$ cat src/rtl/coin_input_conditioner.sv
// coin_input_conditioner: synchronizes and debounces three raw coin buttons,
// turns each clean press into one coin event, and queues the events in a
// 4-deep FIFO that the vending controller drains through a valid/ack handshake.

// Per-button synchronizer, debouncer and press detector.
module coin_btn_debounce #(
    parameter int DEBOUNCE_CYCLES = 1_000_000,
    parameter int CNT_W           = 20
) (
    input  logic clk,
    input  logic clr,
    input  logic i_raw,
    output logic o_press
);

    localparam logic [CNT_W-1:0] CNT_MAX = CNT_W'(DEBOUNCE_CYCLES - 1);

    logic             r_sync1;
    logic             r_sync2;
    logic             r_deb;
    logic             r_deb_d;
    logic             r_press;
    logic [CNT_W-1:0] r_cnt;

    // Two-flop synchronizer for the asynchronous button input.
    always_ff @(posedge clk or negedge clr) begin
        if (!clr) begin
            r_sync1 <= 1'b0;
            r_sync2 <= 1'b0;
        end else begin
            r_sync1 <= i_raw;
            r_sync2 <= r_sync1;
        end
    end

    // Debounce: the state flips only after the synced input has disagreed
    // with it for DEBOUNCE_CYCLES consecutive cycles; any agreement restarts.
    always_ff @(posedge clk or negedge clr) begin
        if (!clr) begin
            r_deb <= 1'b0;
            r_cnt <= '0;
        end else if (r_sync2 == r_deb) begin
            r_cnt <= '0;
        end else if (r_cnt == CNT_MAX) begin
            r_deb <= r_sync2;
            r_cnt <= '0;
        end else begin
            r_cnt <= r_cnt + 1'b1;
        end
    end

    // Registered rising-edge detect of the debounced state; releases are ignored.
    always_ff @(posedge clk or negedge clr) begin
        if (!clr) begin
            r_deb_d <= 1'b0;
            r_press <= 1'b0;
        end else begin
            r_deb_d <= r_deb;
            r_press <= r_deb & ~r_deb_d;
        end
    end

    assign o_press = r_press;

endmodule

module coin_input_conditioner #(
    parameter int DEBOUNCE_CYCLES = 1_000_000,
    parameter int CNT_W           = 20
) (
    input  logic       clk,
    input  logic       clr,
    input  logic [2:0] btn,
    input  logic       coin_ack,
    output logic       coin_valid,
    output logic [1:0] coin_code,
    output logic [4:0] coin_value,
    output logic       fifo_full,
    output logic       overflow
);

    localparam int NUM_BTN = 3;
    localparam int DEPTH   = 4;

    logic [NUM_BTN-1:0] w_press;
    logic [NUM_BTN-1:0] r_pend;
    logic               r_ovf;

    logic [1:0]         r_mem [DEPTH];
    logic [1:0]         r_wr;
    logic [1:0]         r_rd;
    logic [2:0]         r_cnt;

    logic               w_pop;
    logic               w_room;
    logic               w_xfer;
    logic [1:0]         w_xfer_code;
    logic [NUM_BTN-1:0] w_xfer_oh;

    // One conditioning lane per coin button.
    for (genvar g = 0; g < NUM_BTN; g++) begin : g_btn
        coin_btn_debounce #(
            .DEBOUNCE_CYCLES (DEBOUNCE_CYCLES),
            .CNT_W           (CNT_W)
        ) u_db (
            .clk     (clk),
            .clr     (clr),
            .i_raw   (btn[g]),
            .o_press (w_press[g])
        );
    end

    // A pop frees a slot in the same cycle, so a full FIFO can still accept.
    assign w_pop  = coin_ack & (r_cnt != 3'd0);
    assign w_room = (r_cnt != 3'(DEPTH)) | w_pop;

    // Pick the lowest-index pending button to move into the FIFO this cycle.
    always_comb begin
        w_xfer      = 1'b0;
        w_xfer_code = 2'd0;
        w_xfer_oh   = '0;
        if (w_room) begin
            if (r_pend[0]) begin
                w_xfer      = 1'b1;
                w_xfer_code = 2'd0;
                w_xfer_oh   = 3'b001;
            end else if (r_pend[1]) begin
                w_xfer      = 1'b1;
                w_xfer_code = 2'd1;
                w_xfer_oh   = 3'b010;
            end else if (r_pend[2]) begin
                w_xfer      = 1'b1;
                w_xfer_code = 2'd2;
                w_xfer_oh   = 3'b100;
            end
        end
    end

    // Pending flags hold one press per button; a press onto a set flag is lost.
    always_ff @(posedge clk or negedge clr) begin
        if (!clr) begin
            r_pend <= '0;
            r_ovf  <= 1'b0;
        end else begin
            r_pend <= (r_pend & ~w_xfer_oh) | (w_press & ~r_pend);
            r_ovf  <= r_ovf | (|(w_press & r_pend));
        end
    end

    // Circular FIFO storage and pointers; simultaneous push/pop keeps the count.
    always_ff @(posedge clk or negedge clr) begin
        if (!clr) begin
            for (int i = 0; i < DEPTH; i++) r_mem[i] <= 2'd0;
            r_wr  <= 2'd0;
            r_rd  <= 2'd0;
            r_cnt <= 3'd0;
        end else begin
            if (w_xfer) begin
                r_mem[r_wr] <= w_xfer_code;
                r_wr        <= r_wr + 2'd1;
            end
            if (w_pop) r_rd <= r_rd + 2'd1;
            case ({w_xfer, w_pop})
                2'b10:   r_cnt <= r_cnt + 3'd1;
                2'b01:   r_cnt <= r_cnt - 3'd1;
                default: r_cnt <= r_cnt;
            endcase
        end
    end

    // Outputs decoded from registers only; head fields read as zero when empty.
    always_comb begin
        coin_valid = (r_cnt != 3'd0);
        fifo_full  = (r_cnt == 3'(DEPTH));
        overflow   = r_ovf;
        coin_code  = coin_valid ? r_mem[r_rd] : 2'd0;
        coin_value = 5'd0;
        if (coin_valid) begin
            case (coin_code)
                2'd0:    coin_value = 5'd5;
                2'd1:    coin_value = 5'd10;
                2'd2:    coin_value = 5'd25;
                default: coin_value = 5'd0;
            endcase
        end
    end

endmodule

$ cat config.mk
export PLATFORM = sky130hd
export DESIGN_NAME = coin_input_conditioner
export DESIGN_NICKNAME = d
export VERILOG_FILES = /design/src/rtl/coin_input_conditioner.sv
export SDC_FILE = /design/constraint.sdc
export NUM_CORES = 1
export LEC_CHECK = 0
export CAP_MARGIN = 10
export CORE_MARGIN = 8
export CORE_UTILIZATION = 24
export DETAILED_ROUTE_END_ITERATION = 10
export HOLD_SLACK_MARGIN = 0.02
export PLACE_DENSITY = 0.5
export SLEW_MARGIN = 10
export SYNTH_ARGS = -nofsm -noshare
export SYNTH_HDL_FRONTEND = slang
export SYNTH_HIERARCHICAL = 1
export SYNTH_SLANG_ARGS = --single-unit
$ cat constraint.sdc
create_clock -name clk -period 1.99 [get_ports clk]
set_input_delay 0.398 -clock clk [delete_from_list [all_inputs] [get_ports clk]]
set_output_delay 0.398 -clock clk [all_outputs]
set_load 0.02 [all_outputs]
==> impl_metrics.py <==
metrics = {
    "sta": {
        "tightestPinTransition_ps": 543,
        "maxSlewHeadroom_pct": 63.5,
        "setup_viol_count_final": 7,
        "final_critical_path_setup_slack_ps": -240,
        "final_max_slew_viols": 0,
        "timing.final.hold_violations": 0,
        "clock-skew-final_ps": 5.69,
        "min_period_ps": 2230,
        "post-route-period-util_pct": 112,
        "fmax_ghz": 0.448,
        "setup_repair_after_global_routing_missed_its_margin": "true",
    },
    "clock_network": {
        "htree_num_levels": 3,
        "clock_sink_count": 94,
        "cts_tree": "yes",
        "postCtsHoldBufs": 0,
        "clock_latency_ps": 340,
        "cts_bufs_inserted": 9,
        "clk_pin_slew_ps": 60,
        "clock_tree.buffer_depth": 2,
        "clock-root-buffer": "clkbuf_16",
    },
    "place": {
        "port-buffer-count": 15,
        "place_area_um2": 5290,
        "place.gp.congestion": 0.747,
        "place_ws_ps": -500,
        "hpwl_um": 6010,
    },
    "floorplan": {
        "die-height_um": 154,
        "fp.coreArea_um2": 18800,
        "row_count": 50,
        "pin_count": 16,
        "design.die.area_um2": 23800,
        "initial_core_util_pct": 24.5,
        "fp.dieW_um": 154,
    },
    "critical_path": {
        "critPathKind": "reg -> out",
        "critical-path-max-stage-delay_ps": 410,
        "timing.critical_path.from_type": "flop",
        "timing.critical_path.fanout_max": 3,
        "cp-end-kind": "primary output",
        "timing.critical_path.arrival_ps": 1830,
        "cp_slowest_cell": "dfrtp_1",
        "crit_buf_inv": 1,
        "crit_path_cell_trace": "mux2_4, o211ai_1, ha_1, and2_4, buf_6",
        "critPathTopFamily": "flip-flops",
        "critical_path_required_ps": 1590,
    },
    "logic_synthesis": {
        "instance_count_of_the_mapped_netlist": 428,
        "post_synth_instance_area_um2": 4590,
        "synth.distinct_cells": 42,
        "postSynthAreaPerCell_um2": 10.7,
        "synth-seq-cells": 94,
        "postSynth.asyncResetShare_pct": 100,
        "yosys.area.top_type": "dfrtp_1",
        "synth_top_area_share_pct": 51.3,
        "post_synthesis_net_count": 446,
        "ys_seq_area_share_pct": 51.3,
        "synth_edf_count": 0,
        "synth_flop_cell": "dfrtp_1",
        "synth_top_cells_by_area": "dfrtp_1, xnor2_1, nor2_1, xor2_1, ha_1",
        "yosys_warnings": 6,
    },
    "route": {
        "drcViolationCount": 0,
        "drt_wl_total_um": 8600,
        "detailedRoute.firstIterationViolations": 194,
        "ant_nets_after_route": 0,
        "vias": 3219,
        "avgViaCountPerCell": 4.39,
        "detail_route.first_pass.iterations": 4,
        "wl_per_cell_um": 11.7,
    },
    "flow_run": {
        "drv.max_cap_violation_count": 0,
    },
    "outcome": {
        "run_status": "finished with violations",
        "failed_checks": "negative setup slack",
    },
    "worst_hold_path": {
        "worstHoldPathType": "in -> async",
    },
    "grt": {
        "grt-busiest-layer": "met2",
        "gr-usage-met2_pct": 12.7,
        "grt_first_pass_wirelength_um": 15700,
        "gr-usage-all-layers_pct": 7.87,
        "grt_util_met1_pct": 9.79,
        "gr-total-overflow": 0,
        "grt_pass1_vias": 3334,
        "initial_antenna_violation_count": 0,
        "pin_count_of_the_biggest_net_entering_global_routing": 95,
        "use_met3_pct": 2.70,
    },
    "final_layout": {
        "antenna_cells_inserted": 0,
        "final_nets": 512,
        "final_common_cell": "dfrtp_1",
        "drive_gt1_share_pct": 20.2,
        "final_cell_mix": "dfrtp_1, nor2_1, buf_4",
        "layout-area-overhead-vs-synth_pct": 23.4,
        "non_filler_cell_area_final_um2": 5660,
    },
    "power_and_ir_drop": {
        "power.density_cell_area_nw_per_um2": 884,
        "ir_worst_vdd_v": 0.000387,
        "leakage_uw": 0.00242,
        "p_total_uw": 5010,
    },
}
## path summary, 6_finish.rpt
path | slack, ps | startpoint | cells past startpoint | endpoint
setup / recovery | -240 | r_rd[1] | 5 | coin_value[3]
hold / removal | 80 | clr | 2 | g_btn[0].u_db/r_cnt[19]
setup reg to reg | -160 | r_cnt[1] | 6 | r_cnt[1]
hold reg to reg | 350 | g_btn[2].u_db/r_sync1 | 0 | g_btn[2].u_db/r_sync2
max in group asynchronous | 1520 | clr | 2 | r_cnt[0]
min in group clk | 350 | g_btn[2].u_db/r_sync1 | 0 | g_btn[2].u_db/r_sync2
## per-stage QoR
step           setup TNS (ps)  hold slack (ps)  std cells  utilization [%]
2_1_floorplan           -86.1              102        428                -
3_3_place_gp            -2580              334        708             28.2
3_5_place_dp            -2900              335        708             28.2
4_1_cts                 -1410              126        729             29.9
5_1_grt                 -1810              151        733             30.2
6_report                -1060             84.5        733             30.2
## worst register-to-register path, stage by stage (launching register included)
cell and delay (ps):
dfrtp_1 410, buf_6 140, or4b_4 530, o21ai_4 100, ha_4 160, fa_2 420
mux2_4 270
## flip-flops by register name (all words and copies together), names as in the netlist
signal and cells:
g_btn.u_db/o_press 3, g_btn.u_db/r_cnt 60, g_btn.u_db/r_deb 3, g_btn.u_db/r_deb_d 3
g_btn.u_db/r_sync1 3, g_btn.u_db/r_sync2 3, overflow 1, r_cnt 3
r_mem 8, r_pend 3, r_rd 2, r_wr 2
## repair_timing
item / 4_1_cts / 5_1_grt
buffers inserted: 5 / 4
setup endpoints to repair: 11 / 10
pin swaps: 9 / 6
resized for setup: 46 / 8
## layout make-up
cell class / count / area [um2]
Multi-Input combinational cell: 311 / 2180
Clock inverter: 4 / 22.5
Tap cell: 234 / 293
Fill cell: 1949 / 13100
Inverter: 17 / 65.1
Timing Repair Buffer: 61 / 503
Sequential cell: 94 / 2350
Clock buffer: 12 / 246
## where the power goes
| part | internal, uW | switching (uW) | leakage (uW) | total, uW |
|---|---|---|---|---|
| Sequential | 1990 | 74.7 | 0.00126 | 2060 |
| Clock | 875 | 693 | 0.000132 | 1570 |
| Combinational | 749 | 626 | 0.00103 | 1380 |
| Total | 3610 | 1390 | 0.00242 | 5010 |
## logic make-up after synthesis
family	after synthesis	synth area share [%]
mux	15	3.71
xor+xnor	54	10.3
flops	94	51.3
compound gates	38	5.59
simple gates	192	23.2
fa+ha+maj	12	3.44
buf+inv	23	2.51
## Yosys cell counts (3+ instances only)
master and instances:
nor3_1 16, or3_1 6, a31oi_1 9, xor2_1 17
nor2_1 63, o21ai_2 4, nand4_4 3, nor4b_1 6
o21ai_0 6, nor4_1 12, dfrtp_1 94, nor2b_1 3
nand4_2 3, inv_1 16, mux2i_1 8, xnor2_1 37
nand3_1 19, and3_1 3, nand4_1 9, nand2_1 25
or4_1 3, and4_1 6, ha_1 11, buf_2 3
and2_1 8, mux2_2 6, nor4_2 3, a21o_1 4
a32o_1 4, a21oi_1 8
## per-layer routing
layer  vias up  routed length [um]
met5         -                   0
met4         0                  68
met3         6                 298
met2        27                3940
met1      1553                4290
li1       1633                   -
Note: power is estimated with default switching activity, not from simulation.
